## config.mk

```make
export PLATFORM = sky130hd
export DESIGN_NAME = audio_rate_gen
export DESIGN_NICKNAME = d
export VERILOG_FILES = /design/src/rtl/audio_rate_gen.sv
export SDC_FILE = /design/constraint.sdc
export NUM_CORES = 1
export LEC_CHECK = 0
export CAP_MARGIN = 20
export CELL_PAD_IN_SITES_DETAIL_PLACEMENT = 0
export CELL_PAD_IN_SITES_GLOBAL_PLACEMENT = 2
export CORE_UTILIZATION = 40
export DETAILED_ROUTE_END_ITERATION = 7
export DONT_BUFFER_PORTS = 1
export PLACE_DENSITY_LB_ADDON = 0.1
export RECOVER_POWER = 100
export SYNTH_ARGS = -nofsm -noshare
export SYNTH_HDL_FRONTEND = slang
export SYNTH_SLANG_ARGS = --single-unit
```

## constraint.sdc

```tcl
create_clock -name clk -period 6.5 [get_ports clk]
set_clock_uncertainty 0.1 [all_clocks]
set_input_delay 0.65 -clock clk [delete_from_list [all_inputs] [get_ports clk]]
set_output_delay 0.65 -clock clk [all_outputs]
set_load 0.01 [all_outputs]
```

## src/rtl/audio_rate_gen.sv

```systemverilog
// Fractional-N audio sample strobe generator: a Bresenham accumulator adds the
// sample rate each cycle and wraps at freq*1e6, so the long-term rate is exact.
module audio_rate_gen #(
  parameter int unsigned RATE0     = 32000,
  parameter int unsigned RATE1     = 44100,
  parameter int unsigned RATE2     = 48000,
  parameter int unsigned RATE3     = 96000,
  parameter int unsigned BLOCK_LEN = 192,
  parameter int unsigned ACC_W     = 28,
  parameter int unsigned IDX_W     = 8
) (
  input  logic             clk,
  input  logic             reset_n,
  input  logic             en,
  input  logic [7:0]       freq,
  input  logic [1:0]       rate_sel,
  output logic             audio_stb,
  output logic             block_stb,
  output logic [IDX_W-1:0] sample_idx,
  output logic             active
);

  typedef enum logic [1:0] {IDLE, LOAD, RUN} state_t;

  localparam logic [ACC_W-1:0] MHZ      = ACC_W'(1000000);
  localparam logic [IDX_W-1:0] IDX_LAST = IDX_W'(BLOCK_LEN - 1);

  state_t           state;
  logic [7:0]       freq_q;
  logic [1:0]       sel_q;
  logic [ACC_W-1:0] acc, modulus, step;
  logic [IDX_W-1:0] idx;
  logic [ACC_W-1:0] rate_lut;
  logic [ACC_W:0]   sum;
  logic             stop, cfg_chg;

  always_comb begin
    rate_lut = ACC_W'(RATE0);
    case (rate_sel)
      2'd1:    rate_lut = ACC_W'(RATE1);
      2'd2:    rate_lut = ACC_W'(RATE2);
      2'd3:    rate_lut = ACC_W'(RATE3);
      default: rate_lut = ACC_W'(RATE0);
    endcase
  end

  // One extra bit so acc+step never wraps before the compare.
  assign sum     = {1'b0, acc} + {1'b0, step};
  assign stop    = !en || (freq == 8'd0);
  assign cfg_chg = (freq != freq_q) || (rate_sel != sel_q);

  always_ff @(posedge clk or negedge reset_n) begin
    if (!reset_n) begin
      state      <= IDLE;
      freq_q     <= '0;
      sel_q      <= '0;
      acc        <= '0;
      modulus    <= '0;
      step       <= '0;
      idx        <= '0;
      audio_stb  <= 1'b0;
      block_stb  <= 1'b0;
      sample_idx <= '0;
      active     <= 1'b0;
    end else begin
      audio_stb <= 1'b0;
      block_stb <= 1'b0;
      case (state)
        IDLE: begin
          active <= 1'b0;
          if (!stop) state <= LOAD;
        end
        LOAD: begin
          freq_q  <= freq;
          sel_q   <= rate_sel;
          modulus <= ACC_W'(freq) * MHZ;
          step    <= rate_lut;
          acc     <= '0;
          idx     <= '0;
          state   <= RUN;
          active  <= 1'b1;
        end
        RUN: begin
          // Disable beats reconfiguration; both abandon the current phase.
          if (stop) begin
            state  <= IDLE;
            active <= 1'b0;
          end else if (cfg_chg) begin
            state  <= LOAD;
            active <= 1'b0;
          end else if (sum >= {1'b0, modulus}) begin
            acc        <= ACC_W'(sum - {1'b0, modulus});
            audio_stb  <= 1'b1;
            sample_idx <= idx;
            block_stb  <= (idx == '0);
            idx        <= (idx == IDX_LAST) ? '0 : idx + IDX_W'(1);
          end else begin
            acc <= sum[ACC_W-1:0];
          end
        end
        default: begin
          state  <= IDLE;
          active <= 1'b0;
        end
      endcase
    end
  end

endmodule

```

* Word level (Yosys, flattened, before mapping) *
Index checks and enable logic that the tools add are counted.

operators by class
  add/subtract/negate cells = 3
  $mul = 1
  order comparisons = 1
  muxes and demuxes = 25
  bitwise gates (word level) = 2
  equal/unequal tests = 13
  reductions and logical operators = 11

operators by type and width
  kind                                                  count
  2-to-1 mux 28 bit                                     3
  case mux 28 bit (2 select lines)                      1
  case mux 17 bit (3 select lines)                      1
  2-to-1 mux 8 bit                                      4
  adder 28 x 28 -> 29 bit                               1
  >= comparator 29 x 28 -> 1 bit                        1
  subtractor 28 bit                                     1
  multiplier 8 x 14 -> 22 bit (second input constant)   1
  zero test 8 bit                                       2
  case mux 8 bit (2 select lines)                       1
  2-to-1 mux 1 bit                                      10
  adder 8 x 1 -> 8 bit (second input constant)          1
  equality test 8 bit (second input constant)           1
  != test 2 bit (second input constant)                 4
  != test 8 bit                                         1
  AND reduction 4 bit                                   2
  equality test 2 bit (second input constant)           3
  2-to-1 mux 2 bit                                      3
  case mux 2 bit (3 select lines)                       1
  equality test 2 x 1 -> 1 bit (second input constant)  2
  != test 3 bit (second input constant)                 1
  AND reduction 3 bit                                   1
  zero test 2 bit                                       1
  logical OR 1 bit                                      2
  other kinds (6)                                       7

storage, ports and cells
  register bits = 109
  bits of input ports = 13

* Longest topological paths before layout *
Gate-level depths: netlist (run 1).

  depth after elaboration = 6
  gate-level depth with buffers = 20
  depth with buffers taken out = 18

* Worst setup path after synthesis (run 1) *
No wires, ideal clock.

  path type = input to register
  start = input freq[2]
  end = register modulus[27]
  stages on the path = 17
  slack = 1.874 ns
  path buffers = 0
  library setup time = 0.133 ns
  arrival = 4.393 ns
  data required time = 6.267 ns
  path through = inv_1 fa_1 inv_1 ha_1 inv_1 fa_1 fa_1 inv_1 ha_1 a21o_1 a21oi_1 o2111ai_1 a311o_1 a31o_2 a21oi_1 xnor2_1 o21ai_0

between the ends
  cells in the longest elaborated chain, start to end = 1

ends and longest elaborated chain
  element                      RTL line  RTL
  start, declared              15        input logic [7:0] freq,
  multiplier 8 x 14 -> 22 bit  76        modulus <= ACC_W'(freq) * MHZ;
  end signal, assigned         76
  end, declared                31        logic [ACC_W-1:0] acc, modulus, step;

Every way passes these cells.
A chain may end at the register's enable or synchronous reset.

* Final worst setup path (run 1) *
  start = register step[6]
  end = register acc[16]

between the ends
  cells in the longest elaborated chain, start to end = 6
  elaborated cells between the ends (all ways) = 7

ends and longest elaborated chain
  element                                                                     RTL line  RTL
  start, declared                                                             31
  start signal, assigned                                                      77        step <= rate_lut;
  adder 28 x 28 -> 29 bit *                                                   48        assign sum = {1'b0, acc} + {1'b0, step};
  subtractor 28 bit / >= comparator 29 x 28 -> 1 bit (equally long branches)  92, 91
  2-to-1 mux 28 bit *                                                         91        end else if (sum >= {1'b0, modulus}) begin
  2-to-1 mux 28 bit *                                                         88        end else if (cfg_chg) begin
  2-to-1 mux 28 bit *                                                         85        if (stop) begin
  case mux 28 bit (2 select lines) *                                          68        case (state)
  end signal, assigned                                                        92        acc <= ACC_W'(sum - {1'b0, modulus});
  end signal, assigned                                                        98        acc <= sum[ACC_W-1:0];
  end, declared                                                               31

Every way passes the cells marked *; elsewhere a longest branch is shown, timed or not. The select of a mux whose other input is x is not followed.

==> results.json, run 1 <==
{
  "outcome": "finished with violations",
  "violations": "capacitance limit, slew limit",
  "grt_pass1_wl_mm": 32.4,
  "fin_ws_ns": 1.00,
  "cts_buffer_depth": 2,
  "grt_max_degree": 87,
  "globalplace.congestion": 0.939,
  "htreeDepth": 3,
  "slowest_delay_ns": 0.59,
  "routed-wl-met2_mm": 9.31,
  "path_max_fanout": 18,
  "setup_tns_ns": 0,
  "area_growth_pct": 5.97,
  "drtPass1Iterations": 5,
  "layout_min_cycle_time_ns": 5.50,
  "end_kind": "flop",
  "fmax_ghz": 0.182,
  "drt-initial-drc-count": 302,
  "first_global_vias": 6030,
  "finalSetupViolCount": 0,
  "die_w_um": 140,
  "power_mw": 2.26,
  "drt_drc_violations_left": 0,
  "multi_input_area_um2": 4970,
  "crit_chain": "ha_1 -> ha_1 -> a41o_1 -> o211ai_1 -> nand3_1 -> o21a_1 -> and3_1 -> xor2_1 -> ha_1 -> and4_1 -> and3_4 -> o31a_1 -> nor3_1 -> o211a_1 -> buf_4 -> nor2_1 -> a22o_1 -> a31o_2",
  "top_layer_used": "met4",
  "peakVddDrop_v": 0.000138,
  "vias": 6030,
  "synthArstFlopShare": 1.00,
  "cts-buffers-inserted": 9,
  "ant_nets": 0,
  "grt_use_total": 0.214,
  "row_count": 49,
  "die_h_um": 140,
  "synth_nets": 983,
  "grt_overflow": 0,
  "worst_pin_slew_ns": 4.82,
  "syn_area_um2": 7580,
  "cts_root_buf": "clkbuf_16",
  "cts.reportedPaths.clkPinSlew_ns": 0.08,
  "maxCapViolations": 2,
  "wl_met3_um": 982,
  "clk_latency_ns": 0.36,
  "die_area_um2": 19500,
  "arrival_ns": 5.65,
  "ys_types": 72,
  "fin_nets": 972,
  "path_common_cell": "ha_1",
  "dpl-instance-area_um2": 7780,
  "leakagePower_nw": 3.90,
  "core_um2": 18300,
  "crit_type": "flop to flop",
  "finalHoldViolCount": 0,
  "synth.yosys.seq_area_share": 0.284,
  "avgSynthCellArea_um2": 8.91,
  "slew_headroom": -2.21,
  "drt-met1-wl_mm": 9.27,
  "pwr_density_cell_nw_per_um2": 281,
  "wl_mm": 19.9,
  "syn_inst": 851,
  "cts_resized": 0,
  "num-fill-cells": 1846,
  "numPortBuffers": 0,
  "vias_per_cell": 5.61,
  "dp_hpwl_mm": 15.6,
  "crit_slowest_cell": "o211a_1",
  "postSynthRegisterBits": 86,
  "min_path_type": "input port to flop",
  "cts_num_sinks": 86,
  "wl_per_cell_um": 18.5,
  "synth_edf_count": 0,
  "ioPinCount": 24,
  "post-route-period-util": 0.846,
  "slew_violations": 169,
  "cts_tree": "done",
  "cp.required_ns": 6.65,
  "ys_warn_count": 0,
  "layout.area.seq_um2": 2150,
  "finish.instance_area_um2": 8040,
  "layout-drive-gt1-share": 0.0533,
  "pre_cts_ws_ns": 1.22,
  "synth_flop_cell": "dfrtp_1",
  "rsz0062_at_grt": "no",
  "antenna_found_initial": 1,
  "start_kind": "flop",
  "final_util": 0.440,
  "start_util": 0.415
}
-- power breakdown --
group | total (mW) | internal, mW | leakage [nW] | switching, mW
Combinational | 1.07 | 0.442 | 2.63 | 0.627
Clock | 0.522 | 0.272 | 0.147 | 0.250
Sequential | 0.665 | 0.610 | 1.12 | 0.0542
-- kinds of logic (layout without fill, tap and decap cells) --
family                   count (synthesis)  count (layout)  synth area share
flip-flops                              86              86             0.284
AO/OA/AOI/OAI                          222             222             0.185
adder cells (fa/ha/maj)                119             119             0.214
XOR/XNOR                                62              62            0.0716
multiplexers                            20              20            0.0290
buffers and inverters                  108             102            0.0571
other                                    0               1                 0
AND/OR/NAND/NOR                        234             234             0.160
-- cell usage after synthesis (3+ instances only) --
library cell,n,area share
inv_1,79,0.039
or2_2,5,0.0041
o2111ai_1,4,0.0046
or3_1,7,0.0058
o22ai_1,3,0.0025
nand2b_1,7,0.0058
a21boi_0,5,0.0049
a22o_1,3,0.0035
a211o_1,4,0.0046
o31ai_1,3,0.0030
a31oi_1,8,0.0066
o211ai_1,9,0.0089
o21bai_1,4,0.0040
and3_1,21,0.017
nor2b_1,8,0.0066
mux2_2,16,0.024
a31o_2,3,0.0035
fa_1,18,0.048
a21oi_1,44,0.029
nor4_1,8,0.0066
xnor2_1,33,0.038
nand3_1,37,0.024
buf_2,7,0.0046
clkbuf_1,16,0.0079
o21a_1,12,0.012
mux2i_1,4,0.0053
nand2_1,62,0.031
nor3_1,18,0.012
o21ai_0,79,0.052
nand4_1,6,0.0049
ha_1,101,0.17
a21o_1,13,0.013
nand3b_1,7,0.0069
o21ai_1,4,0.0026
nor2_1,32,0.016
dfrtp_1,86,0.28
o31a_1,3,0.0035
xor2_1,29,0.033
-- critical path: cells and delay by family, from the launching register on --
| family | cells | cell delay [ns] |
|---|---|---|
| flops | 1 | 0.40 |
| simple gates | 6 | 1.59 |
| buf+inv | 1 | 0.33 |
| xor+xnor | 1 | 0.15 |
| compound gates | 7 | 1.96 |
| fa+ha+maj | 3 | 0.84 |
-- flip-flops by register name, indices dropped and copies added, names as in the netlist --
signal	cells
acc	26
step	10
sel_q	2
sample_idx	8
modulus	19
freq_q	8
idx	8
state	2
block_stb	1
audio_stb	1
active	1
-- placed cells by master (no fill, tap or decap), types with 12 or more instances in the layout --
master   netlist  layout
a21o_1        13      13
nor2_1        32      33
nand3_1       37      37
nor3_1        18      19
xnor2_1       33      33
inv_1         79      79
a21oi_1       44      44
o21ai_0       79      82
fa_1          18      18
ha_1         101     101
nand2_1       62      62
dfrtp_1       86      86
o21a_1        12      12
mux2_2        16      15
xor2_1        29      29
and3_1        21      21
-- area by class of cell --
type / instances / area share
tap: 229 / 0.0356
timing repair buffer: 6 / 0.00374
clock inverter: 7 / 0.00918
clock buffer: 9 / 0.0280
sequential: 86 / 0.268
multi-input combinational: 657 / 0.618
inverter: 80 / 0.0374
antenna: 1 / 0.000311
-- metal layers --
layer	vias to the layer above	global-route usage
met5	-	0
met4	0	0.0561
met3	23	0.0385
met1	2862	0.287
met2	141	0.352
li1	3004	-
-- what timing repair did --
item	CTS	global route
buffers inserted	0	0
hold buffers	1	0
hold endpoints to repair	86	0
-- through the flow --
step                      hold slack (ns)  cells
after floorplan                     0.254    851
after global placement              0.257   1057
after detailed placement            0.258   1057
after CTS                           0.127   1074
after global routing                0.369   1075
final                               0.360   1075
-- worst paths after layout --
path	start	end	slack (ns)	cells past startpoint
max	step[6]	acc[16]	1.00	18
min in group asynchronous	reset_n	acc[16]	1.94	1
max in group asynchronous	reset_n	modulus[14]	1.70	1
max reg2reg	step[6]	acc[16]	1.00	18
min	freq[1]	freq_q[1]	0.36	2
min reg2reg	modulus[22]	modulus[22]	0.38	2
Power figures use the tool's default switching activity.
==> inputs of run 2 (changes only) <==
--- a/config.mk
+++ b/config.mk
@@ -8,7 +8,7 @@
 export CAP_MARGIN = 20
 export CELL_PAD_IN_SITES_DETAIL_PLACEMENT = 0
 export CELL_PAD_IN_SITES_GLOBAL_PLACEMENT = 2
-export CORE_UTILIZATION = 40
+export CORE_UTILIZATION = 37
 export DETAILED_ROUTE_END_ITERATION = 7
 export DONT_BUFFER_PORTS = 1
 export PLACE_DENSITY_LB_ADDON = 0.1
==> constraint.sdc (replaced) <==
create_clock -name clk -period 4.6 [get_ports clk]
set_clock_uncertainty 0.1 [all_clocks]
set_input_delay 0.46 -clock clk [delete_from_list [all_inputs] [get_ports clk]]
set_output_delay 0.46 -clock clk [all_outputs]
set_load 0.01 [all_outputs]
==> run 2 against run 1 <==
- the run still ends with capacitance limit, slew limit left
- register-to-register slack got worse by 0.85 ns
- non-clock buffer count is 64 higher
- via count increased by 3.5%
- cell area grew 11%
- worst hold slack got worse by 0.17 ns
- die area rose by 8.0%
- maximum frequency up 24%
- critical path type unchanged
- highest routed layer unchanged
- largest power group unchanged
- sequential power up 40%
==> results.json, run 2 (synthesis gave the netlist of run 1 again) <==
{
  "row_count": 52,
  "pwr_density_cell_nw_per_um2": 403,
  "core_um2": 20200,
  "most-common-layout-cells": "ha_1 (96), dfrtp_1 (86), inv_1 (79)",
  "slew_violations": 87,
  "crit_chain": "ha_4 -> buf_4 -> a41o_1 -> o211ai_1 -> nand3_2 -> o21a_1 -> and3_1 -> xor2_1 -> ha_1 -> and4_4 -> and3_4 -> nand3_2 -> o41a_1 -> buf_4 -> o211ai_4 -> buf_12 -> o21ai_4 -> or2_4 -> o31ai_2",
  "cts_buffer_depth": 2,
  "start_kind": "flop",
  "largestRegisters": "acc x26, modulus x19, step x10",
  "layout_min_cycle_time_ns": 4.45,
  "p_int_mw": 2.20,
  "grt_overflow": 0,
  "htreeDepth": 3,
  "largest_reg_flops": 26,
  "die_h_um": 145,
  "peakVddDrop_v": 0.000217,
  "crit_slowest_cell": "o41a_1",
  "leakagePower_nw": 4.32,
  "cts_tree": "done",
  "dpl-instance-area_um2": 8230,
  "grt_use_total": 0.206,
  "p_sw_mw": 1.39,
  "finalHoldViolCount": 0,
  "fmax_ghz": 0.225,
  "ant_nets": 0,
  "globalplace.congestion": 0.890,
  "dp_hpwl_mm": 16.4,
  "final_util": 0.441,
  "pwr-share-comb": 0.500,
  "end_kind": "flop",
  "post-route-period-util": 0.967,
  "clk_latency_ns": 0.35,
  "outcome": "finished with violations",
  "min_path_type": "input port to flop",
  "cts_num_sinks": 86,
  "finalSetupViolCount": 0,
  "violations": "capacitance limit, slew limit",
  "vias_per_cell": 5.29,
  "drtPass1Iterations": 5,
  "antenna_found_initial": 0,
  "drt_drc_violations_left": 0,
  "slowest_delay_ns": 0.46,
  "arrival_ns": 4.61,
  "maxCapViolations": 1,
  "p_seq_frac": 0.261,
  "slew_headroom": -0.530,
  "n_antenna_cell": 0,
  "largest_register": "acc",
  "cp.required_ns": 4.76,
  "die_area_um2": 21100,
  "cts.reportedPaths.clkPinSlew_ns": 0.07,
  "final_common_cell": "ha_1",
  "wl_per_cell_um": 18.1,
  "area_growth_pct": 17.3,
  "grt_max_degree": 87,
  "ioPinCount": 24,
  "vias": 6244,
  "p_sw_frac": 0.387,
  "grt_pass1_wl_mm": 33.7,
  "start_util": 0.376,
  "fin_nets": 1037,
  "crit_type": "flop to flop",
  "path_max_fanout": 6,
  "layout-drive-gt1-share": 0.159,
  "drt-initial-drc-count": 260,
  "die_w_um": 145,
  "numPortBuffers": 0,
  "first_global_vias": 6346,
  "worst_pin_slew_ns": 2.30,
  "clock_power_share": 0.240,
  "cts_root_buf": "clkbuf_16",
  "finish.instance_area_um2": 8890,
  "cts-buffers-inserted": 9,
  "setup_tns_ns": 0,
  "wl_mm": 21.3
}
[run 2: what timing repair did]
action | 4_1_cts | 5_1_grt
gates resized for setup | 7 | 39
gates cloned | 0 | 1
setup endpoints to repair | 36 | 38
hold buffers | 2 | 0
hold endpoints to repair | 86 | 0
buffers inserted | 1 | 9
pin swaps | 3 | 21
[run 2: power by group through the flow]
stage / clock [mW] / sequential (mW) / combinational, mW
after CTS: 0.882 / 0.936 / 1.72
after floorplan: 0 / 0.925 / 1.17
after detailed placement: 0 / 0.949 / 1.67
final: 0.859 / 0.934 / 1.79
after global placement: 0 / 0.945 / 1.66
after global routing: 0.913 / 0.952 / 2.00
[run 2: worst max-delay path: cells and delay by family (launching register included)]
family / cells / cell delay (ns)
adder cells (fa/ha/maj): 2 / 0.59
flip-flops: 1 / 0.42
AO/OA/AOI/OAI: 7 / 1.48
AND/OR/NAND/NOR: 6 / 1.15
buffers and inverters: 3 / 0.44
XOR/XNOR: 1 / 0.17
[run 2: metrics by stage]
| step | hold WS, ns | std cells | setup slack, ns | power [mW] |
|---|---|---|---|---|
| 6_report | 0.187 | 1180 | 0.150 | 3.58 |
| 5_1_grt | 0.209 | 1180 | -0.0425 | 3.86 |
| 4_1_cts | 0.178 | 1170 | 0.00458 | 3.54 |
| 3_5_place_dp | 0.0675 | 1151 | -0.179 | 2.62 |
| 3_3_place_gp | 0.0676 | 1151 | -0.129 | 2.61 |
| 2_1_floorplan | 0.0644 | 851 | 0.164 | 2.09 |
[run 2: area by class of cell]
| cell class | count | area [um2] |
|---|---|---|
| Fill cell | 2060 | 11300 |
| Multi-Input combinational cell | 658 | 5220 |
| Sequential cell | 86 | 2150 |
| Timing Repair Buffer | 70 | 546 |
| Tap cell | 270 | 338 |
| Inverter | 80 | 300 |
| Clock buffer | 11 | 233 |
| Clock inverter | 5 | 108 |
[run 2: final timing paths]
kind / from / to / slack (ns) / depth (start not counted)
setup / recovery: acc[6] / idx[3] / 0.15 / 19
hold / removal: freq[7] / freq_q[7] / 0.19 / 2
setup reg to reg: acc[6] / idx[3] / 0.15 / 19
hold reg to reg: modulus[14] / modulus[14] / 0.38 / 2
max in group asynchronous: reset_n / acc[20] / 1.75 / 2
min in group asynchronous: reset_n / modulus[18] / 1.29 / 2
[run 2: per-layer routing]
layer	global-route usage	vias up	routed length [um]
met5	0	-	0
met4	0.0711	0	401
met3	0.0261	23	555
met2	0.354	96	10500
met1	0.266	3003	9900
li1	-	3122	-
